$ cat src/rtl/adder_share_arbiter.sv
// rtl/adder_share_arbiter.sv - round-robin sharing of one pipelined 32-bit adder with tag-routed results
//
// Purpose:
//   N_REQ requesters share a single non-stallable, valid-tagged pipelined adder.
//   A round-robin arbiter issues at most one operation per cycle. The issuing
//   requester's ID is pushed into a tag FIFO. Each adder result pops the head
//   tag and is returned to that requester one edge later. A drain state machine
//   blocks new issues and reports when the adder pipeline is empty.
//
// Ports:
//   clk, rstn           clock (rising edge) and asynchronous active-low reset
//   req_valid/req_ready per-requester handshake (req_ready is combinational)
//   req_a/req_b/req_cin packed operands, requester i at [32*i+31:32*i]
//   rsp_valid           one-cycle result pulse to the owning requester
//   rsp_s/rsp_cout      shared result bus, holds its value between pulses
//   add_*               connection to the shared adder
//   drain_req/drained   quiesce request level / pipeline empty and halted
//   inflight            registered tag FIFO occupancy
//   err_orphan          sticky: adder result arrived with no outstanding tag
module adder_share_arbiter #(
  parameter int N_REQ     = 4,
  parameter int TAG_DEPTH = 8
) (
  input  logic                           clk,
  input  logic                           rstn,
  input  logic [N_REQ-1:0]               req_valid,
  output logic [N_REQ-1:0]               req_ready,
  input  logic [N_REQ*32-1:0]            req_a,
  input  logic [N_REQ*32-1:0]            req_b,
  input  logic [N_REQ-1:0]               req_cin,
  output logic [N_REQ-1:0]               rsp_valid,
  output logic [31:0]                    rsp_s,
  output logic                           rsp_cout,
  output logic [31:0]                    add_a,
  output logic [31:0]                    add_b,
  output logic                           add_cin,
  output logic                           add_valid_in,
  input  logic [31:0]                    add_s,
  input  logic                           add_cout,
  input  logic                           add_valid_out,
  input  logic                           drain_req,
  output logic                           drained,
  output logic [$clog2(TAG_DEPTH+1)-1:0] inflight,
  output logic                           err_orphan
);

  localparam int ID_W  = $clog2(N_REQ);
  localparam int CNT_W = $clog2(TAG_DEPTH+1);
  localparam int PTR_W = $clog2(TAG_DEPTH);

  typedef enum logic [1:0] {
    ST_RUN    = 2'd0,
    ST_DRAIN  = 2'd1,
    ST_HALTED = 2'd2
  } state_e;

  // Registered state
  state_e            state_q, state_d;
  logic [ID_W-1:0]   rr_ptr_q, rr_ptr_d;
  logic [PTR_W-1:0]  wr_ptr_q, wr_ptr_d;
  logic [PTR_W-1:0]  rd_ptr_q, rd_ptr_d;
  logic [CNT_W-1:0]  count_q, count_d;
  logic [N_REQ-1:0]  rsp_valid_q, rsp_valid_d;
  logic [31:0]       rsp_s_q, rsp_s_d;
  logic              rsp_cout_q, rsp_cout_d;
  logic              drained_q, drained_d;
  logic              err_orphan_q, err_orphan_d;

  // Tag storage, no reset needed: only entries between rd and wr are ever read
  logic [ID_W-1:0]   tag_mem_q [TAG_DEPTH];

  // Combinational control
  logic              fifo_full;
  logic              fifo_empty;
  logic              push;
  logic              pop;
  logic              can_issue;
  logic [ID_W-1:0]   head_tag;
  logic [N_REQ-1:0]  grant_oh;
  logic [ID_W-1:0]   grant_id;
  logic              grant_any;
  logic [ID_W:0]     search_idx;

  assign fifo_full  = (count_q == CNT_W'(TAG_DEPTH));
  assign fifo_empty = (count_q == '0);
  assign pop        = add_valid_out && !fifo_empty;
  assign head_tag   = tag_mem_q[rd_ptr_q];

  // A full FIFO can still accept a push in a cycle where a result pops the
  // head, which keeps throughput at one op per cycle when TAG_DEPTH equals
  // the adder latency.
  assign can_issue  = (state_q == ST_RUN) && (!fifo_full || add_valid_out);

  // Round-robin search: first valid requester at or after rr_ptr_q, wrapping.
  // The index is one bit wider than ID_W so the wrap works for any N_REQ.
  always_comb begin
    grant_oh   = '0;
    grant_id   = '0;
    grant_any  = 1'b0;
    search_idx = '0;
    for (int k = 0; k < N_REQ; k++) begin
      search_idx = {1'b0, rr_ptr_q} + (ID_W+1)'(k);
      if (search_idx >= (ID_W+1)'(N_REQ)) begin
        search_idx = search_idx - (ID_W+1)'(N_REQ);
      end
      if (can_issue && !grant_any && req_valid[search_idx[ID_W-1:0]]) begin
        grant_any = 1'b1;
        grant_id  = search_idx[ID_W-1:0];
      end
    end
    if (grant_any) begin
      grant_oh[grant_id] = 1'b1;
    end
  end

  assign req_ready = grant_oh;
  assign push      = grant_any;

  // Adder input mux; zeros when nothing transfers so the bus stays quiet.
  always_comb begin
    add_a   = '0;
    add_b   = '0;
    add_cin = 1'b0;
    for (int i = 0; i < N_REQ; i++) begin
      if (grant_oh[i]) begin
        add_a   = req_a[32*i +: 32];
        add_b   = req_b[32*i +: 32];
        add_cin = req_cin[i];
      end
    end
  end

  assign add_valid_in = grant_any;

  // Next-state for pointers, occupancy and response registers
  always_comb begin
    rr_ptr_d = rr_ptr_q;
    if (grant_any) begin
      rr_ptr_d = (grant_id == ID_W'(N_REQ-1)) ? '0 : grant_id + ID_W'(1);
    end

    wr_ptr_d = push ? wr_ptr_q + PTR_W'(1) : wr_ptr_q;
    rd_ptr_d = pop  ? rd_ptr_q + PTR_W'(1) : rd_ptr_q;

    count_d = count_q;
    case ({push, pop})
      2'b10:   count_d = count_q + CNT_W'(1);
      2'b01:   count_d = count_q - CNT_W'(1);
      default: count_d = count_q;
    endcase

    rsp_valid_d = '0;
    rsp_s_d     = rsp_s_q;
    rsp_cout_d  = rsp_cout_q;
    if (pop) begin
      rsp_valid_d[head_tag] = 1'b1;
      rsp_s_d               = add_s;
      rsp_cout_d            = add_cout;
    end

    // A result with no tag cannot be routed; it is dropped and flagged.
    err_orphan_d = err_orphan_q || (add_valid_out && fifo_empty);
  end

  // Drain FSM next state. An empty FIFO implies no pop this cycle, so the
  // empty test alone guarantees the adder holds no tracked operation.
  always_comb begin
    state_d = state_q;
    case (state_q)
      ST_RUN: begin
        if (drain_req) state_d = ST_DRAIN;
      end
      ST_DRAIN: begin
        if (!drain_req)      state_d = ST_RUN;
        else if (fifo_empty) state_d = ST_HALTED;
      end
      ST_HALTED: begin
        if (!drain_req) state_d = ST_RUN;
      end
      default: state_d = ST_RUN;
    endcase
    drained_d = (state_d == ST_HALTED);
  end

  always_ff @(posedge clk or negedge rstn) begin
    if (!rstn) begin
      state_q      <= ST_RUN;
      rr_ptr_q     <= '0;
      wr_ptr_q     <= '0;
      rd_ptr_q     <= '0;
      count_q      <= '0;
      rsp_valid_q  <= '0;
      rsp_s_q      <= '0;
      rsp_cout_q   <= 1'b0;
      drained_q    <= 1'b0;
      err_orphan_q <= 1'b0;
    end else begin
      state_q      <= state_d;
      rr_ptr_q     <= rr_ptr_d;
      wr_ptr_q     <= wr_ptr_d;
      rd_ptr_q     <= rd_ptr_d;
      count_q      <= count_d;
      rsp_valid_q  <= rsp_valid_d;
      rsp_s_q      <= rsp_s_d;
      rsp_cout_q   <= rsp_cout_d;
      drained_q    <= drained_d;
      err_orphan_q <= err_orphan_d;
    end
  end

  always_ff @(posedge clk) begin
    if (push) begin
      tag_mem_q[wr_ptr_q] <= grant_id;
    end
  end

  assign rsp_valid  = rsp_valid_q;
  assign rsp_s      = rsp_s_q;
  assign rsp_cout   = rsp_cout_q;
  assign drained    = drained_q;
  assign inflight   = count_q;
  assign err_orphan = err_orphan_q;

endmodule

$ cat config.mk
export PLATFORM = sky130hd
export DESIGN_NAME = adder_share_arbiter
export DESIGN_NICKNAME = d
export VERILOG_FILES = /design/src/rtl/adder_share_arbiter.sv
export SDC_FILE = /design/constraint.sdc
export NUM_CORES = 1
export LEC_CHECK = 0
export CAP_MARGIN = 20
export CORE_AREA = 2 2 160 162
export CTS_BUF_LIST = sky130_fd_sc_hd__clkbuf_2 sky130_fd_sc_hd__clkbuf_4 sky130_fd_sc_hd__clkbuf_8
export DETAILED_ROUTE_END_ITERATION = 12
export DIE_AREA = 0 0 162 164
export GPL_ROUTABILITY_DRIVEN = 0
export PLACE_DENSITY = 0.63
export SLEW_MARGIN = 20
export SYNTH_ARGS = -nofsm -noshare
export SYNTH_HDL_FRONTEND = slang
export SYNTH_SLANG_ARGS = --single-unit
$ cat constraint.sdc
create_clock -name clk -period 3.4 [get_ports clk]
set_clock_uncertainty 0.2 [all_clocks]
set_input_delay 0.68 -clock clk [delete_from_list [all_inputs] [get_ports clk]]
set_output_delay 0.68 -clock clk [all_outputs]
set_load 0.01 [all_outputs]
==> results of run 1 <==
## registers in the layout (all words and copies together) (netlist names)
| signal | cells |
|---|---|
| inflight | 4 |
| wr_ptr_q | 3 |
| rsp_s | 32 |
| tag_mem_q | 16 |
| err_orphan | 1 |
| drained | 1 |
| rsp_valid | 4 |
| rr_ptr_q | 2 |
| state_q | 2 |
| rd_ptr_q | 3 |
| rsp_cout | 1 |
## kinds of logic after synthesis
| kind of cell | Yosys count | synth area share |
|---|---|---|
| XOR/XNOR | 9 | 0.01432 |
| flip-flops | 69 | 0.3282 |
| adder cells (fa/ha/maj) | 9 | 0.02045 |
| buffers and inverters | 82 | 0.06477 |
| AND/OR/NAND/NOR | 351 | 0.2625 |
| multiplexers | 6 | 0.02023 |
| AO/OA/AOI/OAI | 213 | 0.2895 |
## synth_stat cells, types with 3 or more instances
cell | n | area share
nand2_1 | 238 | 0.16
nor2_1 | 78 | 0.053
a21oi_1 | 71 | 0.065
o211a_1 | 63 | 0.11
o211ai_1 | 62 | 0.085
clkbuf_1 | 54 | 0.037
dfrtp_1 | 53 | 0.24
edfxtp_1 | 16 | 0.087
inv_1 | 10 | 0.0068
nor3_1 | 10 | 0.0091
ha_1 | 9 | 0.020
buf_1 | 6 | 0.0041
buf_6 | 6 | 0.012
xnor2_1 | 6 | 0.0095
and2_1 | 4 | 0.0045
mux4_2 | 4 | 0.016
nand3b_1 | 4 | 0.0055
a221oi_1 | 3 | 0.0048
a31oi_1 | 3 | 0.0034
buf_2 | 3 | 0.0027
inv_2 | 3 | 0.0020
nand3_1 | 3 | 0.0027
nor3b_1 | 3 | 0.0041
xor2_1 | 3 | 0.0048
## per-layer routing
| layer | vias up | share of wire |
|---|---|---|
| met3 | 42 | 0.073 |
| met5 | - | 0.0013 |
| met1 | 3503 | 0.42 |
| met2 | 312 | 0.49 |
| li1 | 3547 | - |
| met4 | 6 | 0.021 |
## power by group through the flow
stage	Sequential, W	Clock [W]	Combinational [W]
2_1_floorplan	0.00135	0	0.00255
3_3_place_gp	0.00130	0	0.00480
3_5_place_dp	0.00131	0	0.00481
4_1_cts	0.00130	0.000652	0.00563
5_1_grt	0.00134	0.000694	0.00642
6_report	0.00131	0.000632	0.00594
## critical path: stages
cell	delay [ns]
clkdlybuf4s15_2	0.22
nand2_1	0.06
nand2_1	0.08
a21oi_2	0.06
o221a_4	0.29
inv_4	0.08
buf_6	0.10
ha_4	0.14
buf_12	0.12
buf_12	0.15
buf_16	0.14
nand2_4	0.04
o211ai_1	0.18
o211a_1	0.16
a21oi_1	0.04
nor2_1	0.15
buf_2	0.16
## final cells by class
type,instances,area (um2)
inverters,13,71.32
fillers,2436,12980
clock inverters,6,53.80
diodes,1,2.502
repair buffers,537,5492
multi-input cells,588,3865
well taps,330,412.9
clock buffers,10,131.4
flip-flops and latches,69,1807
## metrics by stage
step	utilization	hold slack [ns]	area, um2	total power [W]
after detailed placement	0.4232	0.2626	10500	0.006123
after CTS	0.4604	0.1607	11430	0.007588
final	0.4769	0.1575	11840	0.007876
after floorplan	-	0.1844	5608	0.003897
after global routing	0.4769	0.1953	11840	0.008459
after global placement	0.4232	0.2576	10500	0.006099
## worst max-delay path by stage
stage	start	cells past startpoint	endpoint	slack [ns]
2_1_floorplan	inflight[1]$_DFFE_PN0P_	13	add_a[24]	-0.009
3_3_place_gp	req_valid[0]	15	add_a[27]	-1.35
3_5_place_dp	req_valid[0]	15	add_a[27]	-1.34
4_1_cts	inflight[2]$_DFFE_PN0P_	15	add_a[27]	-0.41
5_1_grt	add_valid_out	13	add_a[27]	-0.46
6_report	req_valid[0]	17	add_b[28]	-0.33
## timing repair
item	CTS	global route
setup buffers	23	13
pin swaps	79	66
cloned	16	4
gates resized for setup	401	98
endpoints found under the setup margin	73	69
==> reports/metrics.yaml, run 1 <==
dp_slack_ns: -1.336
slew_headroom: 0.5815
io_buffers: 413
seqPwrFrac: 0.166
dp_hpwl_um: 21200
areaGrowthSynthToFinish_pct: 115.0
worstPathArrival_ns: 2.85
pwr-share-clk: 0.080
synth_area_mm2: 0.005505
met2_usage: 0.3721
cts.hold.buffers_added: 0
p_int_w: 0.004615
wire_per_inst_um: 19.24
overflow: 0
drtIter0Drc: 346
synthDistinctLibCells: 44
syn_nets: 1049
finalWirelength_um: 29900
row_count: 58
p_switching_w: 0.003261
grt_pass1_wl_um: 43590
pin_count: 414
top_usage_layer: "met2"
switching_share: 0.4141
dp_cells: 1489
fmax_mhz: 268.2
max-vdd-ir-drop_v: 0.0002352
status: "finished, violations left"
cap_violations: 0
r2r_end: "inflight[2]$_DFFE_PN0P_"
die_w_um: 162
period_minus_slack_ns: 3.728
use_met3: 0.05177
use_met1: 0.2649
die-height_um: 164
critPathLaunchType: "input port"
setup_viol_count_final: 66
drtPass1Iterations: 4
final_max_slew_viol_count: 0
num_vias: 7410
vias_per_cell: 4.768
synthArstFlopShare: 0.7681
antenna_found_initial: 4
layout_setup_ws_ns: -0.3279
violations: "setup timing"
synth_flop_cell: "dfrtp_1"
hp-class: "input port to async pin"
reg2reg_slack_ns: 0.46
grt_start_max_net_pins: 43
stdcell_count: 1554
core_area_mm2: 0.02482
root_buffer: "clkbuf_8"
cp.required_ns: 2.52
syn-mean-instance-area_um2: 7.450
detail-route-antenna-nets: 0
p_per_area_mw_per_mm2: 665.5
clk_path_buf_depth: 2
seq_area_frac_synth: 0.3282
dieArea_mm2: 0.02657
synthCells: 739
grtUsageTotal: 0.2134
drcViolationCount: 0
clk-insertion-delay-late_ns: 0.34
final_cell_mix: "clkdlybuf4s50_1 (337), nand2_1 (205), nor2_1 (70)"
ys_warn_count: 0
synth_seq_cells: 69
final_common_cell: "clkdlybuf4s50_1"
cts_made_buffers: 9
worstSetupPathType: "input port to output pin"
cts.sinks: 69
htreeDepth: 3
path_clk_slew_ns: 0.07
layout-drive-gt1-share: 0.2788
fin_setup_tns_ns: -17.23
combPwrFrac: 0.754
grt_pass1_vias: 7412
nets: 1528
worst_slew_pin_slew_ns: 0.6277
end_kind: "output pin"
timing.rr.start: "inflight[0]$_DFFE_PN0P_"
p_leak_nw: 5.274
crit_fanout: 5
rsz0062_at_grt: "true"
synth-edff-count: 16
rr_worst_depth: 14
fin_crit_sh: 1.096
cts_tree: "done"
hold_viol: 0
start_util: 0.2218
Power figures use the tool's default switching activity.
==> inputs of run 2 (changes only) <==
CAP_MARGIN = unset   (was 20)
==> results of run 2 <==
Same layout as run 1: the final DEF is identical, and so are final timing and power.
